===== src/rtl/cm_bus_sched_pkg.sv =====
// ---------------------------------------------------------------------------
// cm_bus_pkg
// Shared definitions for the CM bus scheduler and anything that watches it
// (e.g. a bus-interface bench monitor).
//   ACK_CODE / NAK_CODE : reply bytes recognised during reply wait
//   status_e            : completion status reported with done
//   state_e             : 3-bit scheduler state encoding
//   ID_W                : width of requester indices (done_id, rr pointer)
//   satInc8             : 8-bit increment that sticks at 8'hFF
// ---------------------------------------------------------------------------
package cm_bus_pkg;

  localparam logic [7:0] ACK_CODE = 8'hA5;
  localparam logic [7:0] NAK_CODE = 8'h5A;

  localparam int ID_W = 3;

  typedef enum logic [1:0] {
    ST_ACK     = 2'b00,
    ST_NAK     = 2'b01,
    ST_TIMEOUT = 2'b10
  } status_e;

  typedef enum logic [2:0] {
    IDLE  = 3'd0,
    DRIVE = 3'd1,
    TURN  = 3'd2,
    WAIT  = 3'd3,
    RESP  = 3'd4
  } state_e;

  // The timeout counter must never wrap back to zero, so it saturates.
  function automatic logic [7:0] satInc8(input logic [7:0] v);
    return (v == 8'hFF) ? v : v + 8'd1;
  endfunction

endpackage


===== src/rtl/cm_bus_sched_if.sv =====
// ---------------------------------------------------------------------------
// cm_bus_sched_if
// Groups the requester handshake and the bus-interface signals of the CM bus
// scheduler.
//   req, req_data        : requester side, driven by application logic
//   grant, done, done_id,
//   done_status, busy    : requester side, driven by the scheduler
//   bus_data_out,
//   bus_drive_en         : bus side, driven by the scheduler
//   bus_data_in          : bus side, value seen on the CM pins (already sync)
// Modports: master = the scheduler, slave = application/bus environment.
// ---------------------------------------------------------------------------
interface cm_bus_sched_if #(
  parameter int NUM_REQ = 4
);

  logic [NUM_REQ-1:0]   req;
  logic [8*NUM_REQ-1:0] req_data;
  logic [NUM_REQ-1:0]   grant;
  logic                 done;
  logic [2:0]           done_id;
  logic [1:0]           done_status;
  logic                 busy;
  logic [7:0]           bus_data_out;
  logic                 bus_drive_en;
  logic [7:0]           bus_data_in;

  modport master (
    input  req, req_data, bus_data_in,
    output grant, done, done_id, done_status, busy, bus_data_out, bus_drive_en
  );

  modport slave (
    output req, req_data, bus_data_in,
    input  grant, done, done_id, done_status, busy, bus_data_out, bus_drive_en
  );

endinterface


===== src/rtl/cm_bus_sched_rr_arbiter.sv =====
// ---------------------------------------------------------------------------
// rr_arbiter
// Combinational round-robin pick: starting at i_ptr and moving upward
// (wrapping at NUM_REQ), the first set request bit wins.
//   i_req   : request vector
//   i_ptr   : search start index (always < NUM_REQ)
//   o_grant : one-hot winner (zero when no request)
//   o_idx   : index of the winner
//   o_valid : at least one request present
// ---------------------------------------------------------------------------
module rr_arbiter
  import cm_bus_pkg::*;
#(
  parameter int NUM_REQ = 4
) (
  input  logic [NUM_REQ-1:0] i_req,
  input  logic [ID_W-1:0]    i_ptr,
  output logic [NUM_REQ-1:0] o_grant,
  output logic [ID_W-1:0]    o_idx,
  output logic               o_valid
);

  // Walk the offsets from the pointer; the inner loop maps each rotated
  // position back to a constant index so every select is a plain bit.
  always_comb begin
    int w_pos;
    o_grant = '0;
    o_idx   = '0;
    o_valid = 1'b0;
    w_pos   = 0;
    for (int k = 0; k < NUM_REQ; k++) begin
      w_pos = int'(i_ptr) + k;
      if (w_pos >= NUM_REQ) w_pos = w_pos - NUM_REQ;
      for (int j = 0; j < NUM_REQ; j++) begin
        if ((j == w_pos) && !o_valid && i_req[j]) begin
          o_valid    = 1'b1;
          o_idx      = ID_W'(j);
          o_grant[j] = 1'b1;
        end
      end
    end
  end

endmodule


===== src/rtl/cm_bus_sched.sv =====
// ---------------------------------------------------------------------------
// cm_bus_sched
// Transaction scheduler for the shared 8-bit CM bus. Arbitrates round-robin
// between NUM_REQ requesters and walks each granted byte through
// DRIVE -> TURN -> WAIT -> RESP, with NAK-driven retries and a reply timeout.
//   clk : system clock
//   rst : synchronous active-high reset, aborts any transaction silently
//   bus : cm_bus_sched_if.master (req/req_data in, grant/done/done_id/
//         done_status/busy out, bus_data_out/bus_drive_en out, bus_data_in in)
// All outputs are registered; they are computed from the next state.
// ---------------------------------------------------------------------------
module cm_bus_sched
  import cm_bus_pkg::*;
#(
  parameter int NUM_REQ      = 4,
  parameter int DRIVE_CYCLES = 1,
  parameter int TURN_CYCLES  = 2,
  parameter int TIMEOUT      = 255,
  parameter int MAX_RETRY    = 3
) (
  input  logic           clk,
  input  logic           rst,
  cm_bus_sched_if.master bus
);

  localparam int PH_MAX = (DRIVE_CYCLES > TURN_CYCLES) ? DRIVE_CYCLES : TURN_CYCLES;
  localparam int PW     = (PH_MAX > 1) ? $clog2(PH_MAX) : 1;

  localparam logic [PW-1:0]   DRIVE_LAST = PW'(DRIVE_CYCLES - 1);
  localparam logic [PW-1:0]   TURN_LAST  = PW'(TURN_CYCLES - 1);
  localparam logic [7:0]      TO_LIMIT   = 8'(TIMEOUT);
  localparam logic [2:0]      RETRY_MAX  = 3'(MAX_RETRY);
  localparam logic [ID_W-1:0] LAST_ID    = ID_W'(NUM_REQ - 1);

  state_e             r_state, w_stateNext;
  logic [ID_W-1:0]    r_id, w_idNext;
  logic [ID_W-1:0]    r_ptr, w_ptrNext;
  logic [2:0]         r_retryCnt, w_retryNext;
  logic [7:0]         r_toCnt, w_toNext;
  logic [PW-1:0]      r_phaseCnt, w_phaseNext;
  logic [NUM_REQ-1:0] r_grant, w_grantNext;
  logic [7:0]         r_busData, w_busDataNext;
  logic               r_done, w_doneNext;
  logic [ID_W-1:0]    r_doneId, w_doneIdNext;
  status_e            r_doneStatus, w_doneStatusNext;
  logic               r_busy, w_busyNext;
  logic               r_driveEn, w_driveEnNext;

  logic [NUM_REQ-1:0] w_arbGrant;
  logic [ID_W-1:0]    w_arbIdx;
  logic               w_arbValid;
  logic [7:0]         w_selByte;
  logic [7:0]         w_toInc;

  rr_arbiter #(.NUM_REQ(NUM_REQ)) u_arb (
    .i_req   (bus.req),
    .i_ptr   (r_ptr),
    .o_grant (w_arbGrant),
    .o_idx   (w_arbIdx),
    .o_valid (w_arbValid)
  );

  // Byte of the arbitration winner, selected by its one-hot grant.
  always_comb begin
    w_selByte = 8'h00;
    for (int i = 0; i < NUM_REQ; i++) begin
      if (w_arbGrant[i]) w_selByte = bus.req_data[i*8 +: 8];
    end
  end

  // Next-state and next-output logic. Everything holds by default; the
  // registered outputs are derived from the next state so they line up with
  // the state they describe.
  always_comb begin
    w_stateNext      = r_state;
    w_idNext         = r_id;
    w_ptrNext        = r_ptr;
    w_retryNext      = r_retryCnt;
    w_toNext         = r_toCnt;
    w_phaseNext      = r_phaseCnt;
    w_grantNext      = r_grant;
    w_busDataNext    = r_busData;
    w_doneIdNext     = r_doneId;
    w_doneStatusNext = r_doneStatus;
    w_toInc          = satInc8(r_toCnt);

    case (r_state)
      IDLE: begin
        if (w_arbValid) begin
          w_stateNext   = DRIVE;
          w_idNext      = w_arbIdx;
          w_grantNext   = w_arbGrant;
          w_busDataNext = w_selByte;
          w_retryNext   = 3'd0;
          w_toNext      = 8'd0;
          w_phaseNext   = '0;
        end
      end
      DRIVE: begin
        if (r_phaseCnt == DRIVE_LAST) begin
          w_stateNext = TURN;
          w_phaseNext = '0;
        end else begin
          w_phaseNext = r_phaseCnt + PW'(1);
        end
      end
      // Our own byte echoes back during turnaround, so bus_data_in is not
      // looked at here.
      TURN: begin
        if (r_phaseCnt == TURN_LAST) begin
          w_stateNext = WAIT;
          w_phaseNext = '0;
          w_toNext    = 8'd0;
        end else begin
          w_phaseNext = r_phaseCnt + PW'(1);
        end
      end
      // ACK/NAK are tested before the timeout so a reply landing on the
      // final WAIT cycle still counts as a reply.
      WAIT: begin
        w_toNext = w_toInc;
        if (bus.bus_data_in == ACK_CODE) begin
          w_stateNext      = RESP;
          w_doneIdNext     = r_id;
          w_doneStatusNext = ST_ACK;
        end else if (bus.bus_data_in == NAK_CODE) begin
          if (r_retryCnt < RETRY_MAX) begin
            w_stateNext = DRIVE;
            w_retryNext = r_retryCnt + 3'd1;
            w_toNext    = 8'd0;
            w_phaseNext = '0;
          end else begin
            w_stateNext      = RESP;
            w_doneIdNext     = r_id;
            w_doneStatusNext = ST_NAK;
          end
        end else if (w_toInc == TO_LIMIT) begin
          w_stateNext      = RESP;
          w_doneIdNext     = r_id;
          w_doneStatusNext = ST_TIMEOUT;
        end
      end
      RESP: begin
        w_stateNext = IDLE;
        w_grantNext = '0;
        w_ptrNext   = (r_id == LAST_ID) ? '0 : r_id + ID_W'(1);
      end
      default: begin
        w_stateNext = IDLE;
        w_grantNext = '0;
      end
    endcase

    w_doneNext    = (w_stateNext == RESP);
    w_busyNext    = (w_stateNext != IDLE);
    w_driveEnNext = (w_stateNext == DRIVE);
  end

  // State and output registers; reset drops everything to idle in one edge
  // without producing a done pulse.
  always_ff @(posedge clk) begin
    if (rst) begin
      r_state      <= IDLE;
      r_id         <= '0;
      r_ptr        <= '0;
      r_retryCnt   <= 3'd0;
      r_toCnt      <= 8'd0;
      r_phaseCnt   <= '0;
      r_grant      <= '0;
      r_busData    <= 8'h00;
      r_done       <= 1'b0;
      r_doneId     <= '0;
      r_doneStatus <= ST_ACK;
      r_busy       <= 1'b0;
      r_driveEn    <= 1'b0;
    end else begin
      r_state      <= w_stateNext;
      r_id         <= w_idNext;
      r_ptr        <= w_ptrNext;
      r_retryCnt   <= w_retryNext;
      r_toCnt      <= w_toNext;
      r_phaseCnt   <= w_phaseNext;
      r_grant      <= w_grantNext;
      r_busData    <= w_busDataNext;
      r_done       <= w_doneNext;
      r_doneId     <= w_doneIdNext;
      r_doneStatus <= w_doneStatusNext;
      r_busy       <= w_busyNext;
      r_driveEn    <= w_driveEnNext;
    end
  end

  assign bus.grant        = r_grant;
  assign bus.done         = r_done;
  assign bus.done_id      = r_doneId;
  assign bus.done_status  = r_doneStatus;
  assign bus.busy         = r_busy;
  assign bus.bus_data_out = r_busData;
  assign bus.bus_drive_en = r_driveEn;

endmodule


===== src/flat_wrapper.sv =====
// flat-port wrapper written by rule: the top's interface ports become plain ports
module cm_bus_sched_flat import cm_bus_pkg::*;
#(
  parameter int NUM_REQ      = 4,
  parameter int DRIVE_CYCLES = 1,
  parameter int TURN_CYCLES  = 2,
  parameter int TIMEOUT      = 255,
  parameter int MAX_RETRY    = 3
)
  (clk, rst, bus_req, bus_req_data, bus_bus_data_in, bus_grant, bus_done, bus_done_id, bus_done_status, bus_busy, bus_bus_data_out, bus_bus_drive_en);
  cm_bus_sched_if #(.NUM_REQ(NUM_REQ)) bus_i ();
  input  logic clk;
  input  logic rst;
  input wire logic [$bits(bus_i.req)-1:0] bus_req;
  input wire logic [$bits(bus_i.req_data)-1:0] bus_req_data;
  input wire logic [$bits(bus_i.bus_data_in)-1:0] bus_bus_data_in;
  output wire logic [$bits(bus_i.grant)-1:0] bus_grant;
  output wire logic [$bits(bus_i.done)-1:0] bus_done;
  output wire logic [$bits(bus_i.done_id)-1:0] bus_done_id;
  output wire logic [$bits(bus_i.done_status)-1:0] bus_done_status;
  output wire logic [$bits(bus_i.busy)-1:0] bus_busy;
  output wire logic [$bits(bus_i.bus_data_out)-1:0] bus_bus_data_out;
  output wire logic [$bits(bus_i.bus_drive_en)-1:0] bus_bus_drive_en;
  assign bus_i.req = bus_req;
  assign bus_i.req_data = bus_req_data;
  assign bus_i.bus_data_in = bus_bus_data_in;
  assign bus_grant = bus_i.grant;
  assign bus_done = bus_i.done;
  assign bus_done_id = bus_i.done_id;
  assign bus_done_status = bus_i.done_status;
  assign bus_busy = bus_i.busy;
  assign bus_bus_data_out = bus_i.bus_data_out;
  assign bus_bus_drive_en = bus_i.bus_drive_en;
  cm_bus_sched #(.NUM_REQ(NUM_REQ), .DRIVE_CYCLES(DRIVE_CYCLES), .TURN_CYCLES(TURN_CYCLES), .TIMEOUT(TIMEOUT), .MAX_RETRY(MAX_RETRY)) u_core (.clk(clk), .rst(rst), .bus(bus_i));
endmodule

===== config.mk =====
export PLATFORM = sky130hd
export DESIGN_NAME = cm_bus_sched_flat
export DESIGN_NICKNAME = d
export VERILOG_FILES = /design/src/rtl/cm_bus_sched_pkg.sv /design/src/rtl/cm_bus_sched_if.sv /design/src/rtl/cm_bus_sched_rr_arbiter.sv /design/src/rtl/cm_bus_sched.sv /design/src/flat_wrapper.sv
export SDC_FILE = /design/constraint.sdc
export NUM_CORES = 1
export LEC_CHECK = 0
export CORE_UTILIZATION = 45
export DETAILED_ROUTE_END_ITERATION = 8
export GPL_ROUTABILITY_DRIVEN = 0
export PLACE_DENSITY = 0.74
export SYNTH_ARGS = -nofsm -noshare
export SYNTH_HDL_FRONTEND = slang
export SYNTH_HIERARCHICAL = 1
export SYNTH_SLANG_ARGS = --single-unit

===== constraint.sdc =====
create_clock -name clk -period 3.1 [get_ports clk]
set_input_delay 0.465 -clock clk [delete_from_list [all_inputs] [get_ports clk]]
set_output_delay 0.465 -clock clk [all_outputs]
set_load 0.005 [all_outputs]

# == Word-level counts from Yosys, hierarchy flattened ==
# Index checks and enable logic that the tools add are counted.
# word_totals
input_bits,46
output_inout_bits,20
wordCells,214
ff_bits,41
# op_classes
order_cmp,5
n_mux,92
addsub,11
reduce_logical,63
bitwise,1
eq_ne,29
# ops
cell,count
equality test 3 x 32 -> 1 bit (first input constant),8
equality test 2 x 32 -> 1 bit (first input constant),4
zero test 32 bit,4
2-to-1 mux 32 bit,4
2-to-1 mux 3 bit,30
2-to-1 mux 8 bit,10
2-to-1 mux 1 bit,38
logical AND 1 bit,31
equality test 8 bit (second input constant),3
one-hot mux 8 bit (3 select lines),1
zero test 1 bit,15
subtractor 4 x 3 -> 5 bit (second input constant),3
greater-or-equal comparator 4 x 3 -> 1 bit (second input constant),3
one-hot mux 3 bit (4 select lines),1
AND reduction 5 bit,2
equality test 3 x 2 -> 1 bit (second input constant),3
nonzero test 3 bit,3
adder 3 x 2 -> 4 bit (second input constant),2
adder 8 x 1 -> 8 bit (second input constant),1
equality test 8 x 7 -> 1 bit (second input constant),1
2-to-1 mux 2 bit,4
one-hot mux 4 bit (2 select lines),1
adder 3 x 1 -> 3 bit (second input constant),2
equality test 3 x 1 -> 1 bit (second input constant),2
19 further kinds,25

# == Longest topological paths before layout ==
# logic_depth
depth_word,68
mapped_depth,12
mapped_depth_nobuf,9

# == By module ==
# The synthesis kept the hierarchy.
# by_module_without_submodules
mod,cells_per_inst,seq_area_each_um2,n_inst,area_per_inst_um2
cm_bus_sched,268,820.8,1,2247.2
rr_arbiter,56,0.0,1,346.6

# == Least setup slack after synthesis ==
# No wires, ideal clock.
# synth_path
kind,input port to flip-flop
startpoint,input port bus_req[2]
endpoint,register u_core.r_retryCnt[0]
required_time_ns,2.972
stages,11
slack_ns,0.707
setup_time_ns,0.128
arrival_time_ns,2.266
path_buffers,2
cell_sequence,buf_2 > nand2b_1 > nor4bb_1 > o22ai_1 > a21o_1 > nor3b_2 > and2_1 > clkbuf_1 > o21bai_1 > mux2i_1 > nor2_1
# synth_via
elab_chain_cells,56
# synth_lines
item,line,source
from (decl),flat_wrapper.sv:14,input wire logic [$bits(bus_i.req)-1:0] bus_req;
logical AND 1 bit,cm_bus_sched_rr_arbiter.sv:35,if ((j == w_pos) && !o_valid && i_req[j]) begin
2-to-1 mux 1 bit,cm_bus_sched_rr_arbiter.sv:35,
zero test 1 bit,cm_bus_sched_rr_arbiter.sv:35,
logical AND 1 bit (2 in series),cm_bus_sched_rr_arbiter.sv:35,
2-to-1 mux 1 bit,cm_bus_sched_rr_arbiter.sv:35,
zero test 1 bit,cm_bus_sched_rr_arbiter.sv:35,
logical AND 1 bit (2 in series),cm_bus_sched_rr_arbiter.sv:35,
2-to-1 mux 1 bit,cm_bus_sched_rr_arbiter.sv:35,
[37 not listed],n/a,
logical AND 1 bit (2 in series),cm_bus_sched_rr_arbiter.sv:35,
2-to-1 mux 1 bit (*),cm_bus_sched_rr_arbiter.sv:35,
zero test 1 bit,cm_bus_sched_rr_arbiter.sv:35,
logical AND 1 bit (2 in series),cm_bus_sched_rr_arbiter.sv:35,
2-to-1 mux 1 bit (*),cm_bus_sched_rr_arbiter.sv:35,
net u_core.w_arbValid,cm_bus_sched.sv:51,logic w_arbValid;
!= test 2 bit (no source line) (*),n/a,
AND reduction 5 bit (no source line) (*),n/a,
to (signal assigned),cm_bus_sched.sv:180,r_retryCnt <= w_retryNext;
to (decl),cm_bus_sched.sv:38,"logic [2:0] r_retryCnt, w_retryNext;"
# The timed path passes the listed nets; every way through them passes the cells marked *.
# A chain may end at the register's enable or synchronous reset.

# == Worst setup path in the final report ==
# layout_path
startpoint,input port bus_req[2]
endpoint,register u_core.r_id[1]
# layout_via
elab_chain_cells,55
word_cells_on_any_way,69
cone_classes,mux: 28; reduce/logical: 41
# layout_lines
item,line,source
logical AND 1 bit,cm_bus_sched_rr_arbiter.sv:35,
2-to-1 mux 1 bit,cm_bus_sched_rr_arbiter.sv:35,
zero test 1 bit,cm_bus_sched_rr_arbiter.sv:35,
logical AND 1 bit (2 in series),cm_bus_sched_rr_arbiter.sv:35,
2-to-1 mux 1 bit,cm_bus_sched_rr_arbiter.sv:35,
zero test 1 bit,cm_bus_sched_rr_arbiter.sv:35,
logical AND 1 bit (2 in series),cm_bus_sched_rr_arbiter.sv:35,
2-to-1 mux 1 bit,cm_bus_sched_rr_arbiter.sv:35,
[36 not listed],n/a,
zero test 1 bit,cm_bus_sched_rr_arbiter.sv:35,
logical AND 1 bit (2 in series),cm_bus_sched_rr_arbiter.sv:35,
2-to-1 mux 1 bit (*),cm_bus_sched_rr_arbiter.sv:35,
zero test 1 bit,cm_bus_sched_rr_arbiter.sv:35,
logical AND 1 bit (2 in series),cm_bus_sched_rr_arbiter.sv:35,
2-to-1 mux 1 bit (*),cm_bus_sched_rr_arbiter.sv:35,
net u_core.w_arbValid,cm_bus_sched.sv:51,
AND reduction 2 bit (no source line) (*),n/a,
to (signal assigned),cm_bus_sched.sv:178,r_id <= w_idNext;
to (decl),cm_bus_sched.sv:36,"logic [ID_W-1:0] r_id, w_idNext;"
# Marked as above.

==> results.toml <==
[finish]
drive_above_1_share_pct = 7.916
final_cell_mix = "clkdlybuf4s50_1, dfxtp_1, nor2_1"
antennaDiodeCount = 0
fill_cells = 481
final_common_cell = "clkdlybuf4s50_1"
fin_nets = 427
syn2layout_area_growth_pct = 29.76

[global_routing]
grt_pass1_wl_um = 10590
antenna_found_initial = 0
grt_usage_pct = 21.77
grt_start_max_net_pins = 30
grt_overflow = 0
grt_pass1_vias = 2355

[outcome]
status = "finished clean"

[timing]
hold_violations = 0
rsz0062_at_grt = "no"
holdWs_ns = 0.4612
fmax_mhz = 388.5
period_minus_slack_ns = 2.574
clock-skew-final_ns = 0.006541
tightest_slew_ns = 0.5523
slew_headroom_pct = 62.90
setup_viol = 0
drv_slew = 0
setup_tns_ns = 0
period_share_pct = 83.03

[cts]
cts.sinks = 41
ctsHoldBuffers = 0
worstSkewPairLatency_ns = 0.30
clkSlewWorstSetupHoldPaths_ns = 0.08
post_cts_buffers = 0
clockBufferDepth = 2
cts-root-buf = "clkbuf_8"
cts_buffers = 5
cts_tree = "yes"
post_cts_resize_count = 0
h-tree-depth = 2

[power_and_ir_drop]
powerDensity_nw_per_um2 = 556.1
p_leak_nw = 1.244
power_mw = 1.872
peakVddDrop_mv = 0.3347

[floorplan]
die_x_um = 77.92
num_rows = 27
io_pins = 66
core_um2 = 5540
die_area_um2 = 6072
start_util_pct = 46.82
die_h_um = 77.92

[job]
maxCapViolations = 0

[synthesis]
synth_top_cell_area_share_pct = 31.64
seq_area_frac_synth_pct = 31.64
ys_warn_count = 6
synthCells = 324
synthArstFlopShare_pct = 0
ys.flop_type = "dfxtp_1"
synthesis.area_um2 = 2594
yosysTopAreaCell = "dfxtp_1"
synth_area_per_cell_um2 = 8.005
synth_edf_count = 0
yosysUniqueCellTypes = 61
syn_nets = 373
ys_ff_latch = 41
yosys-top-cells-area = "dfxtp_1, a21oi_1, mux2i_1"

[worst_setup_path]
critical_path_class = "in2reg"
crit_path_start_kind = "input pin"
worstPathRequired_ns = 3.29
cp-end-kind = "register"
cp.arrival_ns = 2.76
cp_max_fo = 20

[drt]
routed_wl_um = 6381
avgRoutedWirePerCell_um = 14.15
vias_per_cell = 5.776
ant_nets = 0
firstDrtPassIters = 4
drtIter0Drc = 162
num_vias = 2605
route.detailed.drc = 0

[hold_path]
worstHoldPathType = "reg2reg"

[place]
io_buffers = 65
hpwl_um = 4650
## synth_stat cells (3+ instances only)
| cell type | number |
|---|---|
| a21o_1 | 5 |
| nor2b_1 | 11 |
| buf_6 | 3 |
| buf_2 | 8 |
| and2_1 | 3 |
| o22ai_1 | 3 |
| nor4bb_1 | 3 |
| a31oi_1 | 5 |
| o211ai_1 | 4 |
| mux2i_1 | 15 |
| nor2_1 | 36 |
| nand4_1 | 4 |
| a211oi_1 | 11 |
| nand2_1 | 16 |
| a21oi_1 | 34 |
| and3_1 | 5 |
| buf_4 | 5 |
| nor3_1 | 22 |
| a221oi_1 | 8 |
| ha_1 | 3 |
| nand3_1 | 7 |
| inv_1 | 10 |
| o21bai_1 | 3 |
| dfxtp_1 | 41 |
| clkbuf_1 | 10 |
| o21a_1 | 4 |
| o21ai_0 | 3 |
## through the flow
stage               std cells  utilization (%)  setup slack, ns  cell area [um^2]
floorplan                 324                -           0.7067              2594
global placement          443            58.74           0.2353              3254
detailed placement        443            58.74           0.2182              3254
CTS                       451            60.75           0.5291              3366
global route              451            60.75           0.3159              3366
finish                    451            60.75           0.5259              3366
## sequential cells by signal, indices dropped and copies added (netlist names)
name,cells
u_core/r_ptr,3
u_core/r_id,3
u_core/bus.done_status,2
u_core/r_state,3
u_core/bus.grant,4
u_core/bus.bus_data_out,8
u_core/r_toCnt,8
u_core/bus.busy,1
u_core/bus.done_id,3
u_core/bus.bus_drive_en,1
u_core/r_phaseCnt,1
u_core/r_retryCnt,3
u_core/bus.done,1
## report_power, final
group	internal (mW)	switching, mW	leakage [nW]
Combinational	0.381	0.349	0.854
Clock	0.242	0.193	0.0554
Sequential	0.614	0.0923	0.334
Total	1.24	0.635	1.24
## cells by family (layout without fill, tap and decap cells)
family                   after synthesis  after routing  share of synthesized area, %
flip-flops                            41             41                         31.65
AND/OR/NAND/NOR                      124            124                         25.86
multiplexers                          16             16                         6.223
AO/OA/AOI/OAI                        100            100                         26.87
buffers and inverters                 38             93                         7.477
XOR/XNOR                               1              1                        0.3377
adder cells (fa/ha/maj)                3              3                         1.447
other                                  1              1                        0.1446
## layer usage
| layer | part of all wire, % | global-route usage [%] | vias up | routed length, um |
|---|---|---|---|---|
| li1 | - | - | 1305 | - |
| met1 | 45 | 27.19 | 1195 | 2855 |
| met2 | 46 | 34.78 | 92 | 2955 |
| met3 | 6.8 | 6.118 | 13 | 433 |
| met4 | 2.1 | 9.630 | 0 | 137 |
| met5 | 0 | 0 | - | 0 |
## path summary, 6_finish.rpt
kind,from,endpoint,slack [ns],cells past startpoint
worst min register to register,u_core/bus.done_id[2]$_SDFFE_PP0P_,u_core/bus.done_id[2]$_SDFFE_PP0P_,0.46,2
worst min-delay path,u_core/bus.done_id[2]$_SDFFE_PP0P_,u_core/bus.done_id[2]$_SDFFE_PP0P_,0.46,2
worst max register to register,u_core/r_toCnt[0]$_SDFFE_PP0P_,u_core/bus.done_status[0]$_SDFFE_PP0P_,0.61,6
worst max-delay path,bus_req[2],u_core/r_id[1]$_SDFFE_PP0P_,0.53,10
## layout make-up
type	count	area [um^2]	share of cell area [%]
clock buffer	6	72.57	2.156
multi-input combinational	245	1584	47.06
sequential	41	820.8	24.39
tap	72	90.09	2.677
inverter	11	41.29	1.227
timing repair buffer	74	718.2	21.34
clock inverter	2	38.79	1.152
## worst max-delay path, stage by stage
cell	delay (ns)
clkdlybuf4s50_1	0.68
nand2b_1	0.12
nor4bb_1	0.16
o22ai_1	0.22
a21o_1	0.19
nor3b_2	0.20
and2_1	0.20
buf_4	0.26
mux2i_1	0.21
nor2_1	0.06
(Power assumes the default switching activity.)
